## config.mk

```make
export PLATFORM = sky130hd
export DESIGN_NAME = dmem_ctrl
export DESIGN_NICKNAME = d
export VERILOG_FILES = /design/src/rtl/dmem_ctrl.sv
export SDC_FILE = /design/constraint.sdc
export NUM_CORES = 1
export LEC_CHECK = 0
export CELL_PAD_IN_SITES_DETAIL_PLACEMENT = 0
export CELL_PAD_IN_SITES_GLOBAL_PLACEMENT = 2
export CORE_ASPECT_RATIO = 1.4
export CORE_MARGIN = 2
export CORE_UTILIZATION = 34
export CTS_BUF_LIST = sky130_fd_sc_hd__clkbuf_16
export DETAILED_ROUTE_END_ITERATION = 10
export MAX_ROUTING_LAYER = met4
export PLACE_DENSITY = 0.77
export SYNTH_ARGS = -nofsm -noshare
export SYNTH_HDL_FRONTEND = slang
export SYNTH_SLANG_ARGS = --single-unit
export TNS_END_PERCENT = 50
```

## constraint.sdc

```tcl
create_clock -name clk -period 7.3 [get_ports clk]
set_clock_uncertainty 0.2 [all_clocks]
set_input_delay 2.19 -clock clk [delete_from_list [all_inputs] [get_ports clk]]
set_output_delay 2.19 -clock clk [all_outputs]
set_load 0.02 [all_outputs]
```

## src/rtl/dmem_ctrl.sv

```systemverilog
`timescale 1ns/1ps
// dmem_ctrl: data-memory responder between the load/store buffer and the
// memory arbiter. It takes one request at a time, runs it as byte-serial
// accesses on the 8-bit RAM port, acknowledges with a one-cycle done pulse
// and broadcasts load results on the data CDB with the requesting ROB tag.
//
// Ports:
//   clk, rst          clock, synchronous active-high reset
//   rdy               global enable, low freezes every register
//   jp_wrong          misprediction flush (aborts loads, not stores)
//   req_*             request valid/address/store data/opcode/ROB tag
//   done              one-cycle acknowledge
//   cdb_sgn/result/rob load result broadcast
//   mem_din/dout/a/wr shared 8-bit RAM port (mem_din arrives one cycle
//                     after its address)
//   io_buffer_full    UART output buffer full
//
// Build option: define DMEM_IO_STALL_EN to hold off stores into the IO
// range (addr[17:16] == 2'b11) while io_buffer_full is high. Without it
// io_buffer_full is ignored.
module dmem_ctrl #(
    parameter int ROB_W = 4
) (
    input  logic             clk,
    input  logic             rst,
    input  logic             rdy,
    input  logic             jp_wrong,
    input  logic             req_sgn,
    input  logic [31:0]      req_addr,
    input  logic [31:0]      req_val,
    input  logic [5:0]       req_opcode,
    input  logic [ROB_W-1:0] req_rob,
    output logic             done,
    output logic             cdb_sgn,
    output logic [31:0]      cdb_result,
    output logic [ROB_W-1:0] cdb_rob,
    input  logic [7:0]       mem_din,
    output logic [7:0]       mem_dout,
    output logic [31:0]      mem_a,
    output logic             mem_wr,
    input  logic             io_buffer_full
);
    localparam logic [5:0] OP_LB  = 6'd11;
    localparam logic [5:0] OP_LH  = 6'd12;
    localparam logic [5:0] OP_LW  = 6'd13;
    localparam logic [5:0] OP_LBU = 6'd14;
    localparam logic [5:0] OP_LHU = 6'd15;
    localparam logic [5:0] OP_SB  = 6'd16;
    localparam logic [5:0] OP_SH  = 6'd17;
    localparam logic [5:0] OP_SW  = 6'd18;

    typedef enum logic [1:0] {IDLE, BUSY, DONE} state_t;

    state_t           state, state_n;
    logic [2:0]       cnt, cnt_n;
    logic [31:0]      addr_q, addr_n, val_q, val_n, data_q, data_n;
    logic [5:0]       op_q, op_n;
    logic [ROB_W-1:0] rob_q, rob_n;
    logic             done_n, cdb_sgn_n, mem_wr_n;
    logic [31:0]      cdb_result_n, mem_a_n;
    logic [ROB_W-1:0] cdb_rob_n;
    logic [7:0]       mem_dout_n;
    logic [2:0]       nbytes;
    logic [1:0]       lane;
    logic             io_block, stall_acc, stall_busy;

    // Bytes moved by an opcode; 0 marks an unknown opcode.
    function automatic logic [2:0] byte_count(input logic [5:0] op);
        case (op)
            OP_LB, OP_LBU, OP_SB: return 3'd1;
            OP_LH, OP_LHU, OP_SH: return 3'd2;
            OP_LW, OP_SW:         return 3'd4;
            default:              return 3'd0;
        endcase
    endfunction

    function automatic logic is_store(input logic [5:0] op);
        return (op == OP_SB) || (op == OP_SH) || (op == OP_SW);
    endfunction

    function automatic logic [7:0] byte_lane(input logic [31:0] v, input logic [1:0] k);
        return v[{k, 3'b000} +: 8];
    endfunction

    function automatic logic [31:0] extend_load(input logic [5:0] op, input logic [31:0] d);
        case (op)
            OP_LB:   return 32'($signed(d[7:0]));
            OP_LH:   return 32'($signed(d[15:0]));
            OP_LBU:  return {24'd0, d[7:0]};
            OP_LHU:  return {16'd0, d[15:0]};
            default: return d;
        endcase
    endfunction

`ifdef DMEM_IO_STALL_EN
    assign io_block = io_buffer_full;
`else
    assign io_block = io_buffer_full & 1'b0;
`endif
    assign stall_acc  = io_block && (req_addr[17:16] == 2'b11);
    assign stall_busy = io_block && (addr_q[17:16] == 2'b11);

    // Stores: cnt counts bytes already put on the port. Loads: cnt is the
    // number of edges spent in BUSY, so at each edge with cnt=k>0 mem_din
    // holds byte k-1 (the address presented in the previous cycle).
    always_comb begin
        state_n      = state;
        cnt_n        = cnt;
        addr_n       = addr_q;
        val_n        = val_q;
        op_n         = op_q;
        rob_n        = rob_q;
        data_n       = data_q;
        done_n       = 1'b0;
        cdb_sgn_n    = 1'b0;
        cdb_result_n = cdb_result;
        cdb_rob_n    = cdb_rob;
        mem_a_n      = mem_a;
        mem_dout_n   = mem_dout;
        mem_wr_n     = 1'b0;
        nbytes       = byte_count(op_q);
        lane         = cnt[1:0] - 2'd1;
        case (state)
            IDLE: begin
                if (req_sgn && !jp_wrong) begin
                    op_n = req_opcode;
                    if (byte_count(req_opcode) == 3'd0) begin
                        state_n = DONE;
                        done_n  = 1'b1;
                    end else begin
                        addr_n  = req_addr;
                        val_n   = req_val;
                        rob_n   = req_rob;
                        state_n = BUSY;
                        cnt_n   = 3'd0;
                        if (!is_store(req_opcode)) begin
                            mem_a_n = req_addr;
                        end else if (!stall_acc) begin
                            mem_a_n    = req_addr;
                            mem_dout_n = req_val[7:0];
                            mem_wr_n   = 1'b1;
                            cnt_n      = 3'd1;
                        end
                    end
                end
            end
            BUSY: begin
                if (is_store(op_q)) begin
                    if (cnt == nbytes) begin
                        state_n = DONE;
                        done_n  = 1'b1;
                    end else if (!stall_busy) begin
                        mem_a_n    = addr_q + {29'd0, cnt};
                        mem_dout_n = byte_lane(val_q, cnt[1:0]);
                        mem_wr_n   = 1'b1;
                        cnt_n      = cnt + 3'd1;
                    end
                end else if (jp_wrong) begin
                    state_n = IDLE;
                    cnt_n   = 3'd0;
                end else begin
                    if (cnt != 3'd0) begin
                        data_n[{lane, 3'b000} +: 8] = mem_din;
                    end
                    if (cnt == nbytes) begin
                        state_n      = DONE;
                        done_n       = 1'b1;
                        cdb_sgn_n    = 1'b1;
                        cdb_result_n = extend_load(op_q, data_n);
                        cdb_rob_n    = rob_q;
                    end else begin
                        cnt_n = cnt + 3'd1;
                        if ((cnt + 3'd1) < nbytes) begin
                            mem_a_n = addr_q + {29'd0, cnt} + 32'd1;
                        end
                    end
                end
            end
            default: begin
                state_n = IDLE;
            end
        endcase
    end

    always_ff @(posedge clk) begin
        if (rst) begin
            state      <= IDLE;
            cnt        <= 3'd0;
            done       <= 1'b0;
            cdb_sgn    <= 1'b0;
            mem_wr     <= 1'b0;
            cdb_result <= 32'd0;
            cdb_rob    <= '0;
            mem_a      <= 32'd0;
            mem_dout   <= 8'd0;
        end else if (rdy) begin
            state      <= state_n;
            cnt        <= cnt_n;
            done       <= done_n;
            cdb_sgn    <= cdb_sgn_n;
            mem_wr     <= mem_wr_n;
            cdb_result <= cdb_result_n;
            cdb_rob    <= cdb_rob_n;
            mem_a      <= mem_a_n;
            mem_dout   <= mem_dout_n;
        end
    end

    // Request latches and load assembly carry no reset; state gates their use.
    always_ff @(posedge clk) begin
        if (rdy) begin
            addr_q <= addr_n;
            val_q  <= val_n;
            op_q   <= op_n;
            rob_q  <= rob_n;
            data_q <= data_n;
        end
    end
endmodule

```

==> results of run 1 <==
power by group through the flow:
stage | combinational [mW] | sequential (mW) | clock, mW
2_1_floorplan | 0.0368 | 1.18 | 0
3_3_place_gp | 0.117 | 1.18 | 0
3_5_place_dp | 0.118 | 1.18 | 0
4_1_cts | 0.118 | 1.15 | 0.983
5_1_grt | 0.127 | 1.15 | 1.03
6_report | 0.117 | 1.15 | 0.960
cells by family (layout without fill, tap and decap cells):
group,after synthesis,after routing,synth area share
simple gates,352,352,0.183
other cells,0,1,0
buf+inv,72,233,0.0310
xor+xnor,45,45,0.0410
fa+ha+maj,22,22,0.0294
compound gates,241,241,0.168
mux,24,24,0.0354
flops,193,193,0.512
cell usage after synthesis (4+ instances only):
cell / count
xnor2_1: 33
mux2i_1: 16
and2_1: 9
o21ai_0: 49
nand4_1: 16
nor4_1: 16
a211oi_1: 13
nand3_1: 27
inv_1: 22
buf_2: 5
ha_1: 21
a311oi_1: 6
buf_4: 5
a22o_1: 32
a21oi_1: 58
xor2_1: 12
o211ai_1: 7
clkbuf_1: 34
mux4_2: 8
and3_1: 10
nand2b_1: 11
nor2b_1: 7
or4_1: 5
nand2_1: 115
nor2_1: 74
a21o_1: 13
or3_1: 11
and4_1: 5
a31oi_1: 14
a22oi_1: 4
edfxtp_1: 106
o21bai_1: 5
nor4b_1: 5
nor3_1: 23
dfxtp_1: 87
layer usage:
layer,up-vias,global-route usage,share of wire
li1,3838,-,-
met1,3748,0.226,0.40
met2,187,0.368,0.52
met3,44,0.0364,0.043
met4,0,0.0818,0.031
met5,-,-,0
flip-flops by register name (all words and copies together) (netlist names), named ones only:
| signal | count |
|---|---|
| mem_wr | 1 |
| mem_a | 32 |
| done | 1 |
| rob_q | 4 |
| mem_dout | 8 |
| addr_q | 32 |
| cdb_result | 32 |
| cdb_rob | 4 |
| data_q | 32 |
| state | 2 |
| val_q | 32 |
| cdb_sgn | 1 |
| op_q | 6 |
| cnt | 3 |
worst reg2reg max path: cells and delay by family (launching register included):
kind | cells | cell delay (ns)
xor gates and xnor gates | 1 | 0.14
and+or+nand+nor | 2 | 0.93
AOI/OAI and AO/OA | 4 | 1.90
adders and majority gates | 3 | 1.00
DFF | 1 | 0.30
buffers and inverters | 2 | 0.26
area by class of cell:
cell class | count | area (um^2) | share of cell area
multi-input cells | 684 | 4440 | 0.362
inverters | 23 | 86.3 | 0.00704
diodes | 1 | 2.50 | 0.000204
well taps | 370 | 463 | 0.0378
clock inverters | 15 | 166 | 0.0136
repair buffers | 178 | 1760 | 0.143
flip-flops and latches | 193 | 4920 | 0.402
clock buffers | 17 | 425 | 0.0347
through the flow:
| stage | total power [mW] | instance area, um^2 |
|---|---|---|
| 4_1_cts | 2.26 | 12300 |
| 5_1_grt | 2.31 | 12300 |
| 6_report | 2.23 | 12300 |
| 3_3_place_gp | 1.30 | 11700 |
| 2_1_floorplan | 1.22 | 9610 |
| 3_5_place_dp | 1.30 | 11700 |
worst max path at each step:
stage	start	to	depth (start not counted)
final	req_opcode[0]	mem_a[30]$_SDFFE_PP0P_	12
after global routing	req_opcode[0]	mem_a[30]$_SDFFE_PP0P_	12
after CTS	req_opcode[0]	mem_a[30]$_SDFFE_PP0P_	12
after detailed placement	req_opcode[0]	mem_a[30]$_SDFFE_PP0P_	12
after global placement	req_opcode[0]	mem_a[30]$_SDFFE_PP0P_	12
after floorplan	req_opcode[0]	addr_q[0]$_DFFE_PP_	6
==> results.yml, run 1 <==
die:
  die_h_um: 203
  io-pin-count: 167
  rows: 72
  die_area_mm2: 0.0296
  core-area_mm2: 0.0277
  die_w_um: 146
  initial_core_util: 0.346
pwr:
  combPwrFrac: 0.052
  ir_drop_mv: 0.142
  p_per_area_mw_per_mm2: 182
  p_int_mw: 1.70
  p_clk_frac: 0.430
  power_leakage_nw: 4.06
  p_sw_frac: 0.239
  power_frac_seq: 0.517
  switchingPower_mw: 0.532
sta:
  tns_ns: 0
  rsz0062_at_grt: "false"
  period_share: 0.743
  hold_violations: 0
  report.final.slew_viol_count: 0
  fmax_ghz: 0.184
  finalSetupViolCount: 0
  setup_ws_ns: 1.88
  finalCriticalPeriod_ns: 5.42
  tightest_slew_ns: 1.24
  max-slew-margin-rel: 0.169
  hold_ws_ns: 0.252
cts:
  post_cts_resize_count: 0
  cts_buffers: 17
  cts_root_buf: "clkbuf_16"
  cts_tree: "done"
  clkLatencyLatePin_ns: 0.45
  hold_buffers: 0
  post_cts_buffers: 0
  htreeDepth: 4
  clock-sinks: 193
  clockBufferDepth: 2
  cts.reportedPaths.clkPinSlew_ns: 0.08
critical_path:
  critPathKind: "primary input to flip-flop"
  r2r_slack_ns: 2.47
  arrival_ns: 5.60
  cp_slowest_stage_delay_ns: 0.58
  cpMaxStageDelayCell: "o41ai_1"
  r2r-end: "mem_a[24]$_SDFFE_PP0P_"
  crit_family: "compound AO/OA/AOI/OAI gates"
  endpoint_kind: "flip-flop"
  path_buf_inv: 3
  worst_setup_path_start_kind: "primary input"
  required_ns: 7.48
  r2r_start: "cnt[0]$_SDFFE_PP0P_"
  crit_chain: "clkdlybuf4s50_1 -> inv_1 -> ha_1 -> nand2_1 -> nor3_1 -> o41ai_1 -> a32oi_1 -> buf_4 -> a31oi_4 -> and2_1 -> o311ai_0 -> a31oi_1"
  rr_worst_depth: 12
  cp_max_fo: 16
placed_design:
  dp_hpwl_mm: 20.7
  post-place-ws_ns: 1.43
  place.gp.congestion: 0.814
  dp.cells: 1448
  io_buffers: 165
final_layout:
  fin_cells: 1481
  fillerInstances: 2741
  final_cell_mix: "clkdlybuf4s50_1 (164), nand2_1 (115), edfxtp_1 (106)"
  layout-drive-gt1-share: 0.0676
  final_util: 0.442
  final_common_cell: "clkdlybuf4s50_1"
  area_growth_pct: 27.6
  nets: 1207
hold_path:
  min_path_cells: 2
  hold_end: "mem_dout[4]$_SDFFE_PP0P_"
  hp-start: "mem_dout[4]$_SDFFE_PP0P_"
  hold_class: "flip-flop to flip-flop"
logic_synthesis:
  netlist_area_mm2: 0.00961
  synth.distinct_cells: 76
  yosysSeqAreaShare: 0.512
  avgSynthCellArea_um2: 10.1
  ys.flop_type: "edfxtp_1"
  synth_cells: 949
  synth_top_area_cell: "edfxtp_1"
  synth-edff-count: 106
  yosysWarnings: 0
  synth_nets: 1059
  ys_ff_latch: 193
  synthArstFlopShare: 0
  synth_area_leaders: "edfxtp_1 (33%), dfxtp_1 (18%), nand2_1 (4.5%)"
  synth_top_area_share: 0.331
global_route:
  antenna_found_initial: 1
  grt_first_pass_wirelength_mm: 45.6
  grt_pass1_vias: 7830
  grt_max_degree: 69
  grtUsageTotal: 0.206
  grt_overflow: 0
route:
  wl_per_cell_um: 19.8
  route.vias.total: 7817
  drtIter0Drc: 351
  drc: 0
  drt_pass1_iterations: 4
  ant_nets: 0
  wirelength_mm: 29.4
  via_per_inst: 5.28
job:
  max_cap_viol_count: 0
run_status:
  status: "finished, final reports clean"
Note: power is estimated with default switching activity, not from simulation.
==> run 2, diff against run 1 <==
--- a/config.mk
+++ b/config.mk
@@ -9,11 +9,11 @@
 export CELL_PAD_IN_SITES_GLOBAL_PLACEMENT = 2
 export CORE_ASPECT_RATIO = 1.4
 export CORE_MARGIN = 2
-export CORE_UTILIZATION = 34
+export CORE_UTILIZATION = 30
 export CTS_BUF_LIST = sky130_fd_sc_hd__clkbuf_16
 export DETAILED_ROUTE_END_ITERATION = 10
 export MAX_ROUTING_LAYER = met4
-export PLACE_DENSITY = 0.77
+export PLACE_DENSITY = 0.72
 export SYNTH_ARGS = -nofsm -noshare
 export SYNTH_HDL_FRONTEND = slang
 export SYNTH_SLANG_ARGS = --single-unit
==> constraint.sdc (replaced) <==
create_clock -name clk -period 4.9 [get_ports clk]
set_clock_uncertainty 0.2 [all_clocks]
set_input_delay 1.47 -clock clk [delete_from_list [all_inputs] [get_ports clk]]
set_output_delay 1.47 -clock clk [all_outputs]
set_load 0.02 [all_outputs]
==> run 2 against run 1 <==
Against the previous run:
- sequential share of layout area fell by 0.47 points
- register-to-register slack got worse by 1.9 ns
- worst setup slack got worse by 1.3 ns
- sequential power increased by 50%
- critical endpoint is now mem_a[29]$_SDFFE_PP0P_
- final cell count up 2.8%
==> results.yml, run 2 (synthesized netlist as in run 1, its figures left out) <==
run_status:
  status: "finished, final reports clean"
sta:
  period_share: 0.876
  finalCriticalPeriod_ns: 4.29
  finalSetupViolCount: 0
  report.final.slew_viol_count: 0
  hold_violations: 0
  rsz0062_at_grt: "false"
  hold_ws_ns: 0.253
  max-slew-margin-rel: 0.369
  tightest_slew_ns: 0.947
  fmax_ghz: 0.233
  tns_ns: 0
hold_path:
  min_path_cells: 2
  hp-start: "mem_dout[2]$_SDFFE_PP0P_"
  hold_end: "mem_dout[2]$_SDFFE_PP0P_"
  hold_class: "flip-flop to flip-flop"
die:
  rows: 77
  core-area_mm2: 0.0316
  io-pin-count: 167
  initial_core_util: 0.304
  die_w_um: 155
  die_h_um: 216
  die_area_mm2: 0.0335
final_layout:
  final_common_cell: "clkdlybuf4s50_1"
  final_cell_mix: "clkdlybuf4s50_1 (164), nand2_1 (115), edfxtp_1 (106)"
  area_growth_pct: 29.1
  nets: 1222
  layout-drive-gt1-share: 0.0782
  final_area_mm2: 0.0124
  fillerInstances: 3201
global_route:
  antenna_found_initial: 2
  grt_max_degree: 51
  grt_first_pass_wirelength_mm: 46.5
  grt_most_used_layer: "met2"
  grt_use_met3: 0.0335
  grt_overflow: 0
  grt_pass1_vias: 8096
  grtUsageTotal: 0.186
  gr-usage-met1: 0.212
  met2_usage: 0.333
critical_path:
  cp_max_fo: 9
  rr_worst_depth: 10
  r2r_start: "addr_q[0]$_DFFE_PP_"
  critPathKind: "flip-flop to flip-flop"
  r2r_slack_ns: 0.61
  endpoint_kind: "flip-flop"
  worst_setup_path_start_kind: "flip-flop"
  r2r-end: "mem_a[29]$_SDFFE_PP0P_"
  arrival_ns: 4.43
  required_ns: 5.03
placed_design:
  dp_hpwl_mm: 21.6
  place.gp.congestion: 0.813
  io_buffers: 165
  place_area_mm2: 0.0118
cts:
  cts.reportedPaths.clkPinSlew_ns: 0.07
  clock-sinks: 193
  hold_buffers: 0
  clkLatencyLatePin_ns: 0.44
  cts_buffers: 17
  cts_root_buf: "clkbuf_16"
  htreeDepth: 4
  post_cts_buffers: 0
  cts_tree: "done"
  post_cts_resize_count: 0
  clockBufferDepth: 2
route:
  route.vias.total: 7826
  drt_pass1_iterations: 5
  ant_nets: 0
  drtIter0Drc: 452
  via_per_inst: 5.14
  drc: 0
  wirelength_mm: 30.0
  wl_per_cell_um: 19.7
pwr:
  p_per_area_mw_per_mm2: 268
  power_leakage_nw: 4.14
  finalPower_mw: 3.32
  ir_drop_mv: 0.206
job:
  max_cap_viol_count: 0
-- run 2: cell types whose count changed in the layout (fill, tap and decap cells not counted), sizes merged --
cell | before | now
clkinvlp | 1 | 3
bufinv | 1 | 2
diode | 1 | 3
buf | 14 | 29
clkinv | 5 | 2
-- run 2: power by group --
part / switching, mW / internal, mW / leakage (nW) / total (mW)
sequential: 0.00904 / 1.71 / 1.60 / 1.72
clock: 0.668 / 0.760 / 0.288 / 1.43
combinational: 0.0834 / 0.0924 / 2.25 / 0.176
-- run 2: per-stage QoR --
stage,utilization,std cells,worst slack [ns]
after floorplan,-,949,0.128
after CTS,0.392,1520,0.577
final,0.393,1523,0.606
after detailed placement,0.374,1488,0.238
after global placement,0.374,1488,0.222
after global routing,0.392,1522,0.371
-- run 2: cell type report --
cell class	instances	area (um^2)	area share
multi-input cells	684	4430	0.357
repair buffers	193	1880	0.152
flip-flops and latches	193	4920	0.397
inverters	23	86.3	0.00696
clock inverters	15	156	0.0126
clock buffers	17	425	0.0343
well taps	395	494	0.0398
diodes	3	7.51	0.000605
-- run 2: layer usage --
layer	up-vias	wire length (um)
met3	33	1120
met4	0	539
met2	176	15800
met5	-	0
li1	3873	-
met1	3744	12500
-- run 2: worst max-delay path by stage --
stage / startpoint / end / slack [ns] / cells after the start
2_1_floorplan: req_opcode[0] / addr_q[0]$_DFFE_PP_ / 0.13 / 6
3_3_place_gp: req_opcode[1] / mem_a[29]$_SDFFE_PP0P_ / 0.22 / 12
3_5_place_dp: req_opcode[1] / mem_a[29]$_SDFFE_PP0P_ / 0.24 / 12
4_1_cts: addr_q[0]$_DFFE_PP_ / mem_a[29]$_SDFFE_PP0P_ / 0.58 / 10
5_1_grt: cnt[2]$_SDFFE_PP0P_ / mem_a[24]$_SDFFE_PP0P_ / 0.37 / 10
6_report: addr_q[0]$_DFFE_PP_ / mem_a[29]$_SDFFE_PP0P_ / 0.61 / 10
-- run 2: critical path: stages, from the launching register on --
cell	delay, ns
edfxtp_1	0.38
ha_1	0.23
fa_1	0.49
a21oi_2	0.47
xnor2_1	0.21
a41oi_1	0.27
a21o_1	0.29
or3_1	0.46
or4_1	0.57
or4_1	0.43
and3_1	0.17
==> run 3, diff against run 2 <==
--- a/config.mk
+++ b/config.mk
@@ -14,6 +14,7 @@
 export DETAILED_ROUTE_END_ITERATION = 10
 export MAX_ROUTING_LAYER = met4
 export PLACE_DENSITY = 0.72
+export SLEW_MARGIN = 20
 export SYNTH_ARGS = -nofsm -noshare
 export SYNTH_HDL_FRONTEND = slang
 export SYNTH_SLANG_ARGS = --single-unit
==> results of run 3 <==
No change in the layout: final DEF, timing and power equal those of run 2.
